$ cat config.mk
export PLATFORM = sky130hd
export DESIGN_NAME = cfa_gradient_unit
export DESIGN_NICKNAME = d
export VERILOG_FILES = /design/src/rtl/cfa_grad_pkg.sv /design/src/rtl/cfa_line_grad.sv /design/src/rtl/cfa_gradient_unit.sv
export SDC_FILE = /design/constraint.sdc
export NUM_CORES = 2
export LEC_CHECK = 0
export BUFFER_PORTS_ARGS = -buffer_cell sky130_fd_sc_hd__buf_2
export CAP_MARGIN = 20
export CORE_ASPECT_RATIO = 2
export CORE_MARGIN = 1.5
export CORE_UTILIZATION = 57
export CTS_CLUSTER_SIZE = 20
export DETAILED_ROUTE_END_ITERATION = 7
export PLACE_DENSITY = 0.78
export SYNTH_ARGS = -nofsm -noshare
export SYNTH_HDL_FRONTEND = slang
export SYNTH_HIERARCHICAL = 1
export SYNTH_SLANG_ARGS = --single-unit
$ cat constraint.sdc
create_clock -name clk -period 3.9 [get_ports clk]
set_input_delay 0.585 -clock clk [delete_from_list [all_inputs] [get_ports clk]]
set_output_delay 0.585 -clock clk [all_outputs]
set_load 0.005 [all_outputs]
$ cat src/rtl/cfa_grad_pkg.sv
// Purpose: shared widths, shifts and saturation helper for the CFA gradient engine.
// Latency: n/a (types/constants only).
// Backpressure: n/a.
// Contents: PIX_W, GRAD_W, SHIFT_S, SHIFT_F, LSUM_W line-sum width, sat8().
package cfa_grad_pkg;

  localparam int PIX_W   = 12;  // unsigned pixel width
  localparam int GRAD_W  = 8;   // unsigned gradient / weight width
  localparam int SHIFT_S = 5;   // right shift on full-patch sums
  localparam int SHIFT_F = 3;   // right shift on centre-line gradients
  localparam int LSUM_W  = 16;  // line sums and patch totals (max 61425)

  // Clamp a wide unsigned value to the 8-bit output range.
  function automatic logic [GRAD_W-1:0] sat8(input logic [LSUM_W-1:0] x);
    return (x > LSUM_W'(255)) ? GRAD_W'(255) : x[GRAD_W-1:0];
  endfunction

endpackage

$ cat src/rtl/cfa_line_grad.sv
// Purpose: same-colour (distance 2) gradient along one 5-pixel line.
// Latency: 2 cycles (abs-diff register, then line-sum register).
// Backpressure: none; free-running, accepts a new line every cycle.
// Ports: clk, rst (async active-high), pix_m2..pix_p2 line pixels, line_sum registered result.
module cfa_line_grad
  import cfa_grad_pkg::*;
(
  input  logic              clk,
  input  logic              rst,
  input  logic [PIX_W-1:0]  pix_m2,
  input  logic [PIX_W-1:0]  pix_m1,
  input  logic [PIX_W-1:0]  pix_p0,
  input  logic [PIX_W-1:0]  pix_p1,
  input  logic [PIX_W-1:0]  pix_p2,
  output logic [LSUM_W-1:0] line_sum
);

  function automatic logic [PIX_W-1:0] absdiff(input logic [PIX_W-1:0] a,
                                               input logic [PIX_W-1:0] b);
    return (a > b) ? (a - b) : (b - a);
  endfunction

  logic [PIX_W-1:0] ad_0, ad_1, ad_2;

  always_ff @(posedge clk or posedge rst) begin
    if (rst) begin
      ad_0     <= '0;
      ad_1     <= '0;
      ad_2     <= '0;
      line_sum <= '0;
    end else begin
      ad_0     <= absdiff(pix_m2, pix_p0);
      ad_1     <= absdiff(pix_m1, pix_p1);
      ad_2     <= absdiff(pix_p0, pix_p2);
      // Three 12-bit terms fit comfortably in 16 bits (max 12285).
      line_sum <= LSUM_W'(ad_0) + LSUM_W'(ad_1) + LSUM_W'(ad_2);
    end
  end

endmodule

$ cat src/rtl/cfa_gradient_unit.sv
// Purpose: H/V gradient magnitudes (full patch and centre line) plus blend weights for demosaicing.
// Latency: patch sampled on edge N (start=1) is visible on the outputs after edge N+3.
// Backpressure: none; one patch per cycle, outputs hold the last valid result while start=0.
// Ports: clk, rst (async active-high), start, p_<r>_<c> 5x5 patch (p_p0_p0 centre),
//        grad_hs/grad_vs/grad_hf/grad_vf gradients, w_grad_hf/w_grad_vf blend weights.
module cfa_gradient_unit
  import cfa_grad_pkg::*;
(
  input  logic              clk,
  input  logic              rst,
  input  logic              start,
  input  logic [PIX_W-1:0]  p_m2_m2, p_m2_m1, p_m2_p0, p_m2_p1, p_m2_p2,
  input  logic [PIX_W-1:0]  p_m1_m2, p_m1_m1, p_m1_p0, p_m1_p1, p_m1_p2,
  input  logic [PIX_W-1:0]  p_p0_m2, p_p0_m1, p_p0_p0, p_p0_p1, p_p0_p2,
  input  logic [PIX_W-1:0]  p_p1_m2, p_p1_m1, p_p1_p0, p_p1_p1, p_p1_p2,
  input  logic [PIX_W-1:0]  p_p2_m2, p_p2_m1, p_p2_p0, p_p2_p1, p_p2_p2,
  output logic [GRAD_W-1:0] grad_hs,
  output logic [GRAD_W-1:0] grad_vs,
  output logic [GRAD_W-1:0] grad_hf,
  output logic [GRAD_W-1:0] grad_vf,
  output logic [GRAD_W-1:0] w_grad_hf,
  output logic [GRAD_W-1:0] w_grad_vf
);

  // grid[row][col], index 0..4 maps to offset m2..p2.
  logic [PIX_W-1:0] grid [5][5];

  assign grid[0] = '{p_m2_m2, p_m2_m1, p_m2_p0, p_m2_p1, p_m2_p2};
  assign grid[1] = '{p_m1_m2, p_m1_m1, p_m1_p0, p_m1_p1, p_m1_p2};
  assign grid[2] = '{p_p0_m2, p_p0_m1, p_p0_p0, p_p0_p1, p_p0_p2};
  assign grid[3] = '{p_p1_m2, p_p1_m1, p_p1_p0, p_p1_p1, p_p1_p2};
  assign grid[4] = '{p_p2_m2, p_p2_m1, p_p2_p0, p_p2_p1, p_p2_p2};

  logic [LSUM_W-1:0] h_sum [5];
  logic [LSUM_W-1:0] v_sum [5];

  // Stages 1-2: rows give H_i, transposed columns give V_j.
  for (genvar i = 0; i < 5; i++) begin : g_lines
    cfa_line_grad u_row (
      .clk      (clk),
      .rst      (rst),
      .pix_m2   (grid[i][0]),
      .pix_m1   (grid[i][1]),
      .pix_p0   (grid[i][2]),
      .pix_p1   (grid[i][3]),
      .pix_p2   (grid[i][4]),
      .line_sum (h_sum[i])
    );
    cfa_line_grad u_col (
      .clk      (clk),
      .rst      (rst),
      .pix_m2   (grid[0][i]),
      .pix_m1   (grid[1][i]),
      .pix_p0   (grid[2][i]),
      .pix_p1   (grid[3][i]),
      .pix_p2   (grid[4][i]),
      .line_sum (v_sum[i])
    );
  end

  // Stage 3 combinational: totals, shift, saturate, weights.
  logic [LSUM_W-1:0] hs_tot, vs_tot;
  logic [GRAD_W-1:0] hs_c, vs_c, hf_c, vf_c, wh_c, wv_c;
  logic signed [8:0] d_fine, d_half;
  logic signed [9:0] w_raw;

  assign hs_tot = h_sum[0] + h_sum[1] + h_sum[2] + h_sum[3] + h_sum[4];
  assign vs_tot = v_sum[0] + v_sum[1] + v_sum[2] + v_sum[3] + v_sum[4];

  assign hs_c = sat8(hs_tot >> SHIFT_S);
  assign vs_c = sat8(vs_tot >> SHIFT_S);
  assign hf_c = sat8(h_sum[2] >> SHIFT_F);
  assign vf_c = sat8(v_sum[2] >> SHIFT_F);

  // A stronger horizontal gradient means the horizontal estimate is less
  // trustworthy, so its weight drops below 128 (and vice versa).
  assign d_fine = $signed({1'b0, vf_c}) - $signed({1'b0, hf_c});
  assign d_half = d_fine >>> 1;  // arithmetic shift = floor division by 2
  assign w_raw  = 10'sd128 + $signed({d_half[8], d_half});

  always_comb begin
    wh_c = w_raw[GRAD_W-1:0];
    if (w_raw < 10'sd0)
      wh_c = '0;
    else if (w_raw > 10'sd255)
      wh_c = '1;
  end

  assign wv_c = GRAD_W'(255) - wh_c;

  // s3_* follows the pipeline every cycle; the visible outputs only take a
  // new value when the matching valid bit arrives, so they hold otherwise.
  logic [GRAD_W-1:0] s3_hs, s3_vs, s3_hf, s3_vf, s3_wh, s3_wv;
  logic [2:0]        vld;

  always_ff @(posedge clk or posedge rst) begin
    if (rst) begin
      vld       <= '0;
      s3_hs     <= '0;
      s3_vs     <= '0;
      s3_hf     <= '0;
      s3_vf     <= '0;
      s3_wh     <= '0;
      s3_wv     <= '0;
      grad_hs   <= '0;
      grad_vs   <= '0;
      grad_hf   <= '0;
      grad_vf   <= '0;
      w_grad_hf <= '0;
      w_grad_vf <= '0;
    end else begin
      vld   <= {vld[1:0], start};
      s3_hs <= hs_c;
      s3_vs <= vs_c;
      s3_hf <= hf_c;
      s3_vf <= vf_c;
      s3_wh <= wh_c;
      s3_wv <= wv_c;
      if (vld[2]) begin
        grad_hs   <= s3_hs;
        grad_vs   <= s3_vs;
        grad_hf   <= s3_hf;
        grad_vf   <= s3_vf;
        w_grad_hf <= s3_wh;
        w_grad_vf <= s3_wv;
      end
    end
  end

endmodule

==> impl_metrics.toml <==
[status]
status = "finished with violations"
violations = "negative setup slack"

[floorplan]
core_area_um2 = 103600
dieArea_um2 = 106700
io_pins = 351
rows = 167
die_y_um = 460.5
start_util = 0.5756
die_x_um = 231.8

[drt]
via_per_inst = 6.022
wire_per_inst_um = 25.21
drtIter0Drc = 3187
drc_errors = 0
drt_pass1_iterations = 7
vias = 50115
wl_um = 209800
ant_nets = 0

[cells_and_area]
multiInputGateArea_um2 = 39660
drive_above_1_share = 0.1086
ff_latch_area_um2 = 14990
final_util = 0.6279
fin_nets = 8334
layout_commonest_cell = "inv_1"
layout_common_cells = "inv_1, ha_1, dfrtp_1"
n_fill_cell = 8859
syn2layout_area_growth_pct = 9.085

[logic_synthesis]
postSynth.asyncResetShare = 1.000
synth_area_um2 = 59660
synth_cell_types = 111
syn_inst = 6562
ys_warn_count = 6
syn_avg_cell_area_um2 = 9.092
synthFlopType = "dfrtp_1"
ys_seq_elements = 599
synth_seq_area_share = 0.2512
synth_edf_count = 0

[critical_path]
critPathArrivalTime_ns = 4.46
worstSetupPathType = "register to register"
cp_data_required_time_ns = 4.43
path_cells = "inv_2, fa_1, inv_2, fa_1, inv_1, fa_1, inv_2, ha_4, or3_4, o221a_4, o21a_1, o21a_1, or3_1, a21o_2"
worstSetupEndpointType = "register"
worstPathMaxFanout = 4
reg2regPathDepth = 14
r2r-start = "g_lines[2].u_col/line_sum[2]"
slowest_delay_ns = 0.54
reg2reg_slack_ns = -0.03
start_kind = "register"
critPathSlowestCell = "fa_1"
r2r_end = "s3_vs[3]"

[worst_hold_path]
min_to = "vld[0]"
holdPathStages = 1
hold_path_class = "primary input to register"
min_from = "start"

[power_and_ir_drop]
leakage_nw = 33.19
ir_drop_mv = 2.151
total_power_mw = 56.25
power_density_nw_per_um2 = 864.3

[global_routing]
grt_pass1_wl_um = 309900
antenna_found_initial = 15
gr-usage-all-layers = 0.3934
grt_max_degree = 55
overflow = 0
grt_pass1_vias = 51739

[timing]
fin_crit_sh = 1.008
hold_violations = 0
fin_worst_hold_slack_ns = 0.06000
final.setup.tns_ns = -0.05516
rsz0062_at_grt = "true"
clock_skew_ns = 0.03404
period_needed_ns = 3.931
fmax_ghz = 0.2544
relSlewSlack = 0.1511
finalMaxSlewViolations = 0
setup_viol = 2
worst_pin_slew_ns = 1.264
setup_ws_ns = -0.03100

[cts]
clock_latency_ns = 0.65
clock-sinks = 599
hold_buffers = 0
root_buffer = "clkbuf_16"
htreeDepth = 2
cts_buffers = 54
cts_tree = "yes"
clkTransAtPathRegs_ns = 0.08
cts_buffer_depth = 3

[placement]
dpl.hpwl_um = 175100
pre_cts_ws_ns = -0.1474
portBuffers = 350
gp_congestion = 1.063

[job]
drv_cap = 0
[synthesized netlist by cell type, types with 36 or more instances]
library cell	count	area, um^2
nand4_1	79	494.2
nand2_1	249	934.7
a211oi_1	64	480.5
o211ai_1	36	270.3
buf_4	38	285.3
nor2_1	305	1145
nand3_1	62	310.3
a21o_1	167	1254
ha_1	835	10450
nor3_1	79	395.4
buf_2	36	180.2
clkbuf_1	81	304.0
mux2_2	60	675.7
mux2i_1	236	2362
fa_1	277	5545
o21ai_0	359	1797
xor2_1	177	1550
o21bai_1	63	473.0
nor2b_1	64	400.4
a31oi_1	37	231.5
o21a_1	76	570.6
o21ai_1	43	215.2
xnor2_1	237	2076
a21oi_1	534	2673
dfrtp_1	599	14990
nand2b_1	159	994.7
inv_1	1088	4084
[cell families after synthesis]
kind of cell / after synthesis / share of synthesized area
and+or+nand+nor: 1184 / 0.1021
AOI/OAI and AO/OA: 1669 / 0.1785
other: 10 / 0.0006292
buffers and inverters: 1271 / 0.08559
xor gates and xnor gates: 417 / 0.06199
muxes: 300 / 0.05193
adders and majority gates: 1112 / 0.2681
DFF: 599 / 0.2512
[report_power, final]
group | switching, mW | total [mW] | internal (mW)
logic | 23.7 | 40.6 | 16.9
registers | 1.49 | 9.95 | 8.46
clock network | 2.55 | 5.66 | 3.12
[state kept, by name, indices dropped and copies added (netlist names), 60 cells and up]
signal	count
g_lines.u_row/ad_2	60
g_lines.u_row/ad_1	60
g_lines.u_row/line_sum	70
g_lines.u_col/line_sum	70
g_lines.u_col/ad_2	60
g_lines.u_row/ad_0	60
g_lines.u_col/ad_0	60
g_lines.u_col/ad_1	60
[metrics by stage]
stage | area, um^2 | std cells
final | 65080 | 8322
after global placement | 62970 | 8204
after floorplan | 59700 | 6572
after detailed placement | 62970 | 8204
after CTS | 64860 | 8304
after global routing | 65060 | 8315
[final cells by class]
class	count	area share
well taps	1352	0.02599
diodes	8	0.0003076
flip-flops and latches	599	0.2303
clock inverters	34	0.006729
repair buffers	474	0.04257
multi-input cells	4702	0.6094
clock buffers	65	0.02186
inverters	1088	0.06279
[critical path: cells and delay by family (launching register included)]
| family | cells | cell delay, ns |
|---|---|---|
| AO/OA/AOI/OAI | 4 | 0.88 |
| adder cells (fa/ha/maj) | 4 | 1.68 |
| buffers and inverters | 4 | 0.19 |
| flip-flops | 1 | 0.37 |
| AND/OR/NAND/NOR | 2 | 0.69 |
[worst max path at each step]
stage | startpoint | endpoint | slack, ns
2_1_floorplan | g_lines[4].u_col/line_sum[2] | s3_vs[0] | 0.11
3_3_place_gp | g_lines[4].u_row/line_sum[2] | s3_hs[0] | -0.06
3_5_place_dp | g_lines[4].u_row/line_sum[2] | s3_hs[0] | -0.15
4_1_cts | g_lines[4].u_row/line_sum[2] | s3_hs[5] | 0.0007
5_1_grt | g_lines[2].u_col/line_sum[2] | s3_vs[0] | -0.14
6_report | g_lines[2].u_col/line_sum[2] | s3_vs[3] | -0.03
[routing by layer]
metal	up-vias	track usage	wire [um]
met5	-	0	123
li1	22853	-	-
met2	1945	0.6798	102700
met3	821	0.06658	11840
met1	24480	0.3847	69090
met4	16	0.4041	26070
[repair_timing]
action | in CTS | in global routing
endpoints found under the setup margin | 12 | 16
buffers inserted | 1 | 2
pin swaps | 9 | 29
gates resized for setup | 4 | 19
(Power assumes the default switching activity.)
